File: config.mk
export PLATFORM = sky130hd
export DESIGN_NAME = ring_rr_arbiter
export DESIGN_NICKNAME = d
export VERILOG_FILES = /design/src/rtl/ring_rr_arbiter.sv
export SDC_FILE = /design/constraint.sdc
export NUM_CORES = 1
export LEC_CHECK = 0
export BUFFER_PORTS_ARGS = -buffer_cell sky130_fd_sc_hd__buf_4
export CAP_MARGIN = 5
export CELL_PAD_IN_SITES_DETAIL_PLACEMENT = 0
export CELL_PAD_IN_SITES_GLOBAL_PLACEMENT = 1
export CORE_MARGIN = 2
export CORE_UTILIZATION = 40
export CTS_CLUSTER_SIZE = 10
export DETAILED_ROUTE_END_ITERATION = 16
export PLACE_DENSITY_LB_ADDON = 0.25
export SYNTH_ARGS = -nofsm -noshare
export SYNTH_HDL_FRONTEND = slang
export SYNTH_SLANG_ARGS = --single-unit
File: constraint.sdc
create_clock -name clk -period 3.75 [get_ports clk]
set_input_delay 0.375 -clock clk [delete_from_list [all_inputs] [get_ports clk]]
set_output_delay 0.375 -clock clk [all_outputs]
set_load 0.01 [all_outputs]
File: src/rtl/ring_rr_arbiter.sv
`default_nettype none
// ============================================================================
// Module      : ring_rr_arbiter
// Description : Round-robin arbiter sharing one resource between N requesters.
//               A one-hot priority token (o_ptr) marks the highest-priority
//               position; the search starts there and wraps N-1 -> 0. After a
//               grant is released the token moves one position past the owner.
//               A grant is held until i_done, owner request drop, or hold
//               timeout (MAX_HOLD cycles; 0 disables the timeout).
// Ports       : clk        rising-edge clock
//               rst        asynchronous active-high reset
//               i_req      [N]  level requests, held while wanting access
//               i_done     owner pulse: transfer finished
//               o_gnt      [N]  one-hot grant, zero while idle
//               o_gnt_id   binary owner index, valid while o_busy=1
//               o_busy     1 while a grant is active
//               o_ptr      [N]  one-hot priority token
//               o_timeout  one-cycle pulse when a grant is revoked by timeout
// Revision    : 1.0  initial release
// ============================================================================
module ring_rr_arbiter #(
  parameter int N        = 4,
  parameter int MAX_HOLD = 15,
  parameter int CNT_W    = 4
) (
  input  logic                                 clk,
  input  logic                                 rst,
  input  logic [N-1:0]                         i_req,
  input  logic                                 i_done,
  output logic [N-1:0]                         o_gnt,
  output logic [((N > 1) ? $clog2(N) : 1)-1:0] o_gnt_id,
  output logic                                 o_busy,
  output logic [N-1:0]                         o_ptr,
  output logic                                 o_timeout
);

  localparam int c_idx_w = (N > 1) ? $clog2(N) : 1;
  localparam logic [c_idx_w:0]  c_n_ext     = (c_idx_w + 1)'(N);
  localparam bit                c_to_en     = (MAX_HOLD != 0);
  localparam logic [CNT_W-1:0]  c_hold_last = CNT_W'((MAX_HOLD == 0) ? 0 : MAX_HOLD - 1);

  typedef enum logic [0:0] {
    IDLE = 1'b0,
    BUSY = 1'b1
  } state_t;

  state_t               r_state;
  logic [N-1:0]         r_gnt;
  logic [c_idx_w-1:0]   r_gnt_id;
  logic                 r_busy;
  logic [N-1:0]         r_ptr;
  logic [CNT_W-1:0]     r_hold_cnt;
  logic                 r_timeout;

  state_t               w_nxt_state;
  logic [N-1:0]         w_nxt_gnt;
  logic [c_idx_w-1:0]   w_nxt_gnt_id;
  logic                 w_nxt_busy;
  logic [N-1:0]         w_nxt_ptr;
  logic [CNT_W-1:0]     w_nxt_hold_cnt;
  logic                 w_nxt_timeout;

  logic [c_idx_w-1:0]   w_ptr_idx;
  logic [2*N-1:0]       w_req_rot;
  logic                 w_found;
  logic [c_idx_w:0]     w_win_sum;
  logic [c_idx_w-1:0]   w_win_idx;
  logic                 w_owner_req;
  logic                 w_hold_expired;
  logic                 w_release;

  // Binary position of the one-hot token.
  always_comb begin
    w_ptr_idx = '0;
    for (int i = 0; i < N; i++) begin
      if (r_ptr[i]) w_ptr_idx = c_idx_w'(i);
    end
  end

  // Rotate the doubled request vector so that bit 0 lines up with the token;
  // the first set bit at offset j is requester (ptr + j) mod N.
  assign w_req_rot = {i_req, i_req} >> w_ptr_idx;

  always_comb begin
    w_found   = 1'b0;
    w_win_sum = '0;
    for (int j = 0; j < N; j++) begin
      if (!w_found && w_req_rot[j]) begin
        w_found   = 1'b1;
        w_win_sum = {1'b0, w_ptr_idx} + (c_idx_w + 1)'(j);
      end
    end
    w_win_idx = (w_win_sum >= c_n_ext) ? c_idx_w'(w_win_sum - c_n_ext)
                                       : c_idx_w'(w_win_sum);
  end

  assign w_owner_req    = i_req[r_gnt_id];
  assign w_hold_expired = c_to_en && (r_hold_cnt == c_hold_last);
  assign w_release      = i_done || !w_owner_req || w_hold_expired;

  // Next-state and next-output logic.
  always_comb begin
    w_nxt_state    = r_state;
    w_nxt_gnt      = r_gnt;
    w_nxt_gnt_id   = r_gnt_id;
    w_nxt_busy     = r_busy;
    w_nxt_ptr      = r_ptr;
    w_nxt_hold_cnt = r_hold_cnt;
    w_nxt_timeout  = 1'b0;
    case (r_state)
      IDLE: begin
        if (w_found) begin
          w_nxt_state    = BUSY;
          w_nxt_gnt      = N'(1) << w_win_idx;
          w_nxt_gnt_id   = w_win_idx;
          w_nxt_busy     = 1'b1;
          w_nxt_hold_cnt = '0;
        end
      end
      BUSY: begin
        if (w_release) begin
          w_nxt_state   = IDLE;
          w_nxt_gnt     = '0;
          w_nxt_busy    = 1'b0;
          // Token moves one past the owner; top bit wraps to bit 0.
          w_nxt_ptr     = {r_gnt[N-2:0], r_gnt[N-1]};
          // Timeout flagged only when neither done nor request drop caused it.
          w_nxt_timeout = w_hold_expired && !i_done && w_owner_req;
        end else if (r_hold_cnt != '1) begin
          w_nxt_hold_cnt = r_hold_cnt + CNT_W'(1);
        end
      end
      default: begin
        w_nxt_state = IDLE;
        w_nxt_gnt   = '0;
        w_nxt_busy  = 1'b0;
      end
    endcase
  end

  always_ff @(posedge clk or posedge rst) begin
    if (rst) begin
      r_state    <= IDLE;
      r_gnt      <= '0;
      r_gnt_id   <= '0;
      r_busy     <= 1'b0;
      r_ptr      <= N'(1);
      r_hold_cnt <= '0;
      r_timeout  <= 1'b0;
    end else begin
      r_state    <= w_nxt_state;
      r_gnt      <= w_nxt_gnt;
      r_gnt_id   <= w_nxt_gnt_id;
      r_busy     <= w_nxt_busy;
      r_ptr      <= w_nxt_ptr;
      r_hold_cnt <= w_nxt_hold_cnt;
      r_timeout  <= w_nxt_timeout;
    end
  end

  assign o_gnt     = r_gnt;
  assign o_gnt_id  = r_gnt_id;
  assign o_busy    = r_busy;
  assign o_ptr     = r_ptr;
  assign o_timeout = r_timeout;

endmodule
`default_nettype wire
==> summary.md, run 1 <==
| Metric | Value |
|---|---|
| Total GRT Usage | `15.8%` |
| Critical-path top delay cell | `mux4_2` |
| #FFs+latches synth | `17` |
| Num ports | `19` |
| Port Buf Inserts | `18` |
| 1st-iter DRT viols | `9` |
| Post-CTS Resized | `0` |
| Cell Pwr Density | `757 nW/um^2` |
| Final Wtd Congestion | `0.757` |
| Fmax achieved | `0.597 GHz` |
| Antenna-violating nets left | `0` |
| Clock Skews | `0.00435 ns` |
| Clk slew on worst S/H paths | `0.10 ns` |
| Main combinational cell family by area after synthesis | `compound AO/OA/AOI/OAI gates` |
| Crit. End Element | `flop` |
| Nature of the critical path startpoint | `flop` |
| Leak Pwr | `0.517 nW` |
| Tcrit/Tclk final | `44.6%` |
| Final hold violations | `0` |
| Worst vdd ir | `0.000364 V` |
| Starting density of the core | `43.2%` |
| Synth unique cells | `31` |
| Mapped Area | `866 sq um` |
| Post CTS Setup Buffer Count | `0` |
| Area leader, netlist | `dfrtp_1` |
| Synth Area in Compound Gates | `19.8%` |
| Sequential Area | `427 sq um` |
| Slew Limit Headroom | `56.8%` |
| Hpwl dp | `1.35 mm` |
| Synthesized area per cell | `11.7 sq um` |
| Overflow after GRT | `0` |
| Fin Hold WS | `0.162 ns` |
| Post-synth EDFFs | `0` |
| Final slew viol count | `0` |
| Pwr Total | `0.000804 W` |
| Routed length per instance | `14.3 microns` |
| Synth async-reset ratio | `100%` |
| Post-synthesis mux area share | `13.0%` |
| Max-cap violation count | `0` |
| CTS tree | `done` |
| Area contributors post-synth | `dfrtp_1 46%, mux2_4 6.9%, a32o_1 4.6%` |
| Worst path max stage delay | `0.56 ns` |
| Unrepaired setup endpoints after global routing | `no` |
| Synth Area in Simple Gates | `13.7%` |
| Largest net degree at the start of global routing | `18` |
| Worst-path cell chain | `mux4_2 -> nand2_2 -> o21a_4 -> mux2_4` |
| Status | `finished clean` |
| Share of layout cells above drive strength 1 | `34.4%` |
| Total CTS buffers | `3` |
| DR DRC count | `0` |
| Worst EP required | `3.93 ns` |
| Critical R2R Launch | `o_gnt_id[0]` |
| Total wire length | `1.76 mm` |
| Cells after Synth | `74` |
| Dpl ws | `2.00 ns` |
| H-tree levels | `1` |
| Hold Crit Class | `primary input to asynchronous set/reset pin` |
| Adder-cell share of the synthesized area | `2.89%` |
| Synth Net Count | `83` |
| Sum Neg Setup Slack | `0 ns` |
| Fin nets | `106` |
| # fillers | `194` |
| Worst setup startpoint | `o_gnt_id[0]` |
| Hold Buf Count CTS | `0` |
| Buf/Inv on CP | `0` |
| Via-per-instance ratio | `5.39` |
| Final worst slack | `2.08 ns` |
| Sequential-to-total area share from yosys stat | `49.3%` |
| Measured slew at the worst slew-check pin | `0.648 ns` |
| Number of instances in the placed design | `119` |
| Tmin final | `1.67 ns` |
| Drt pass-1 iters | `4` |
| Worst-skew pair later-pin latency | `0.28 ns` |
| Family with the most delay on the worst path | `multiplexers` |
| Synth top area share | `46.2%` |
| Worst EP arrival | `1.85 ns` |
| Final setup violation count | `0` |
| Die width | `50.5 microns` |
| Layout area overhead | `22.7%` |
| Non-Filler Instances | `123` |
| CTS sink count | `17` |
| Crit path kind | `flop to flop` |
| Core area | `2000 sq um` |
| Clk root buf | `clkbuf_4` |
| Clk buf depth | `2` |
| Initial antenna violation count | `0` |
| Die H | `50.5 microns` |
| Dominant synthesized flop cell | `dfrtp_1` |
| Synth warnings | `0` |
| Multi-input logic area | `428 sq um` |
| Antenna fix cells | `0` |
| Std-Cell Rows | `16` |
| Critical path fanouts, max | `5` |
| Vias in the first global route | `644` |
| Global-route wire length before repair | `3.06 mm` |
| Post-Synth XOR/XNOR Area | `0%` |
| DR vias | `663` |
| Die Footprint | `2550 sq um` |
==> sequential cells by signal, summed over array words and instances, names as in the netlist <==
signal,cells
o_gnt,4
o_gnt_id,2
r_hold_cnt,4
o_busy,1
r_state,1
o_timeout,1
o_ptr,4
==> report_power, final <==
| part | internal [W] | total [W] | leakage, nW | switching [W] |
|---|---|---|---|---|
| Sequential | 0.000252 | 0.000321 | 0.221 | 0.0000695 |
| Clock | 0.0000395 | 0.0000977 | 0.0177 | 0.0000581 |
| Combinational | 0.000200 | 0.000385 | 0.278 | 0.000185 |
| Total | 0.000491 | 0.000804 | 0.517 | 0.000313 |
==> cell type report <==
cell class / count / share of cell area [%]
Inverter: 3 / 1.06
Tap cell: 27 / 3.18
Multi-Input combinational cell: 54 / 40.3
Sequential cell: 17 / 40.2
Timing Repair Buffer: 18 / 12.7
Clock inverter: 1 / 0.471
Clock buffer: 3 / 2.12
==> cells in the mapped netlist, types with 2 or more instances <==
cell type / count
a32o_1: 4
dfrtp_1: 16
ha_1: 2
inv_1: 3
mux2_4: 4
mux2i_1: 3
nand2_1: 7
nor2_1: 7
nor2b_1: 3
o21ai_0: 4
==> cell usage in the layout, fill, tap and decap left out, types with 2 or more instances in the layout <==
master | synthesis | final
buf_4 | 0 | 18
dfrtp_1 | 16 | 16
nor2_1 | 7 | 7
nand2_1 | 7 | 7
mux2_4 | 4 | 4
o21ai_0 | 4 | 4
a32o_1 | 4 | 4
inv_1 | 3 | 3
mux2i_1 | 3 | 3
nor2b_1 | 3 | 3
clkbuf_4 | 0 | 3
ha_1 | 2 | 2
==> cell families after synthesis <==
logic type,count (synthesis)
multiplexers,8
AO/OA/AOI/OAI,20
AND/OR/NAND/NOR,24
adder cells (fa/ha/maj),2
flip-flops,17
buffers and inverters,3
==> worst paths after layout <==
check                           endpoint  slack, ns  depth (start not counted)
worst max-delay path            o_ptr[3]       2.08                          4
worst min-delay path              o_busy       0.16                          2
worst max register to register  o_ptr[3]       2.08                          4
worst min register to register    o_busy       0.54                          2
max in group asynchronous       o_gnt[0]       3.19                          2
min in group clk                 r_state       0.43                          4
==> metrics by stage <==
| stage | area [sq um] | utilization, % |
|---|---|---|
| after global routing | 1060 | 53.1 |
| after detailed placement | 1030 | 51.7 |
| final | 1060 | 53.1 |
| after floorplan | 866 | - |
| after global placement | 1030 | 51.7 |
| after CTS | 1060 | 53.1 |
==> layer usage <==
| metal | global-route usage [%] | vias to the layer above | share of wire, % |
|---|---|---|---|
| li1 | - | 321 | - |
| met1 | 23.9 | 327 | 52 |
| met2 | 23.0 | 13 | 42 |
| met3 | 3.27 | 2 | 4.8 |
| met4 | 4.05 | 0 | 0.80 |
| met5 | 0 | - | 0 |
Note: power is estimated with default switching activity, not from simulation.
==> inputs of run 2 (changes only) <==
Settings changed: ABC_AREA from default to 1, CORE_UTILIZATION 40 to 36.
Clock period 3.75 ns to 1.4 ns, I/O delays scaled along.
==> run 2 against run 1 <==
- the flow now finishes with violations (setup timing)
- flip-flop and latch count is the same
- clock power rose to 2.7 times the previous value
- synthesized cell count grew 110%
- via count increased by 90%
- count of clock-buffer cells in the layout up 1
- largest power group unchanged
- highest routed layer unchanged
==> summary.md, run 2 <==
| Metric | Value |
|---|---|
| Fmax achieved | `0.603 GHz (+0.94%)` |
| Area leader, netlist | `dfrtp_1` |
| Crit path kind | `flop to flop` |
| Port Buf Inserts | `18 (unchanged)` |
| DR DRC count | `0 (unchanged)` |
| Cell Pwr Density | `2600 nW/um^2 (+240%)` |
| Number of instances in the placed design | `247 (+110%)` |
| Nature of the critical path startpoint | `flop` |
| Tmin final | `1.66 ns (-0.0155 ns)` |
| Violated checks | `setup timing` |
| Global-route wire length before repair | `5.18 mm (+69%)` |
| Std-Cell Rows | `20 (+4)` |
| Cells after Synth | `157 (+110%)` |
| Post-synth EDFFs | `0 (unchanged)` |
| Worst path max stage delay | `0.46 ns (-0.10 ns)` |
| Post-synth top cells | `41 x nand2_1, 33 x nand3_1, 16 x dfrtp_1` |
| Core area | `3100 sq um (+55%)` |
| Slew Limit Headroom | `74.8% (+18 points)` |
| Fin nets | `223 (+110%)` |
| Antenna-violating nets left | `0 (unchanged)` |
| Layout area overhead | `56.9%` |
| # fillers | `285 (+47%)` |
| Worst-skew pair later-pin latency | `0.29 ns (about the same)` |
| Largest net degree at the start of global routing | `11 (-7)` |
| Non-Filler Instances | `257 (+110%)` |
| Most common cell after layout, fill and taps aside | `buf_4` |
| Sum Neg Setup Slack | `-2.62 ns (-2.62 ns)` |
| CTS sink count | `17 (unchanged)` |
| Final worst slack | `-0.258 ns (-2.33 ns)` |
| Initial antenna violation count | `0 (unchanged)` |
| Hpwl dp | `2.38 mm (+76%)` |
| Final Core Density | `60.3% (+7.2 points)` |
| Multi-input logic area | `892 sq um (+110%)` |
| Worst EP arrival | `1.84 ns (about the same)` |
| Final Wtd Congestion | `0.856 (+13%)` |
| Die Footprint | `3790 sq um (+48%)` |
| Synth top area share | `33.6% (-13 points)` |
| Dominant synthesized flop cell | `dfrtp_1` |
| Most frequent cell after synthesis | `nand2_1` |
| Num ports | `19 (unchanged)` |
| Final setup violation count | `12 (+12)` |
| Synth async-reset ratio | `100% (unchanged)` |
| Synth Net Count | `166 (+100%)` |
| Critical path fanouts, max | `8 (+3)` |
| DR vias | `1,263 (+90%)` |
| Tcrit/Tclk final | `118% (+74 points)` |
| Measured slew at the worst slew-check pin | `0.378 ns (-0.271 ns)` |
| Synth unique cells | `27 (-13%)` |
| Clk slew on worst S/H paths | `0.10 ns (about the same)` |
| Area contributors post-synth | `dfrtp_1 34%, nand3_1 14%, nand2_1 13%` |
| Leak Pwr | `0.966 nW (+87%)` |
| Final hold violations | `0 (unchanged)` |
| Crit. End Element | `flop` |
| Worst EP required | `1.58 ns (-2.35 ns)` |
| Via-per-instance ratio | `4.91 (-8.8%)` |
| Most frequent cells in the layout | `44 x buf_4, 33 x nand2_1, 24 x nand3_1` |
| Mapped Area | `1190 sq um (+38%)` |
| Worst vdd ir | `0.000963 V (+160%)` |
| Antenna fix cells | `0 (unchanged)` |
| Share of layout cells above drive strength 1 | `47.9% (+14 points)` |
| Worst-path cell chain | `inv_4 -> nand2_8 -> nand2_8 -> nand2_4 -> nand3_4 -> nand2_4 -> nor2_8 -> nand2_4 -> o21bai_4 -> inv_1 -> nor2_1 -> nor2_1` |
| Synth warnings | `0 (unchanged)` |
| Vias in the first global route | `1,182 (+84%)` |
| Sequential-to-total area share from yosys stat | `35.8% (-13 points)` |
| Status | `finished, violations left` |
| Die width | `61.6 microns (+22%)` |
| 1st-iter DRT viols | `41 (+32)` |
| Max-cap violation count | `0 (unchanged)` |
| Die H | `61.6 microns (+22%)` |
| H-tree levels | `1 (unchanged)` |
| Sequential Area | `430 sq um (+0.88%)` |
| Critical-path top delay cell | `dfrtp_2` |
| Final slew viol count | `0 (unchanged)` |
| Pwr Total | `0.00486 W (+500%)` |
| #FFs+latches synth | `17 (unchanged)` |
| Total GRT Usage | `18.5% (+2.7 points)` |
| CTS tree | `done` |
| Unrepaired setup endpoints after global routing | `yes` |
| Total wire length | `3.20 mm (+82%)` |
| Total CTS buffers | `3 (unchanged)` |
| Clock Skews | `0.00474 ns (+0.000388 ns)` |
| Synthesized area per cell | `7.59 sq um (-35%)` |
| Clk buf depth | `2 (unchanged)` |
| Starting density of the core | `38.4% (-4.8 points)` |
| Overflow after GRT | `0 (unchanged)` |
| Hold Crit Class | `primary input to flop` |
| Critical Path Most Common Cell | `nand2_4` |
| Routed length per instance | `12.5 microns (-13%)` |
| Drt pass-1 iters | `4 (unchanged)` |
| Clk root buf | `clkbuf_4` |
run 2: path summary, 6_finish.rpt:
path,startpoint,to,slack [ns],depth (start not counted)
max in group asynchronous,rst,o_gnt_id[0],0.56,4
min reg2reg,o_ptr[0],o_ptr[0],0.47,2
max reg2reg,o_ptr[2],o_gnt_id[0],-0.26,12
max,o_ptr[2],o_gnt_id[0],-0.26,12
min in group asynchronous,rst,o_gnt[3],0.37,3
min,i_done,o_timeout,0.15,4
run 2: area by class of cell:
type	instances	area share, %
clock buffer	4	1.40
sequential	17	23.0
multi-input combinational	126	47.7
tap	44	2.94
inverter	16	3.75
timing repair buffer	50	21.2
run 2: metal layers:
metal	wire (microns)	GRT usage (%)	part of all wire (%)
met2	1760	31.1	55
met1	1320	23.4	41
met5	0	0	0
met4	51	7.90	1.6
met3	69	2.94	2.2
run 2: logic make-up after synthesis:
kind of cell | Yosys count | synth area share (%)
xor gates and xnor gates | 2 | 1.47
and+or+nand+nor | 108 | 48.4
DFF | 17 | 35.8
adders and majority gates | 2 | 2.10
buffers and inverters | 16 | 5.25
AOI/OAI and AO/OA | 12 | 7.03
run 2: worst max-delay path: cells and delay by family, from the launching register on:
family	cells	cell delay (ns)
DFF	1	0.46
AOI/OAI and AO/OA	1	0.17
buffers and inverters	2	0.16
and+or+nand+nor	9	0.77
run 2: power breakdown:
part	switching, W	internal, W
clock	0.000152	0.000111
sequential	0.000176	0.000687
combinational	0.00215	0.00158
run 2: metrics by stage:
| stage | setup WS (ns) | hold slack (ns) | cell area (sq um) |
|---|---|---|---|
| after floorplan | -0.239 | 0.0652 | 1220 |
| after global placement | -0.267 | 0.134 | 1620 |
| after detailed placement | -0.311 | 0.143 | 1620 |
| after CTS | -0.231 | 0.115 | 1730 |
| after global routing | -0.343 | 0.138 | 1870 |
| final | -0.258 | 0.150 | 1870 |
run 2: repair_timing:
item,in CTS,in global routing
gates cloned,1,1
hold buffers,1,0
buffers inserted,3,0
endpoints found under the hold margin,8,0
gates resized for setup,9,29
pin swaps,8,12
endpoints found under the setup margin,12,16
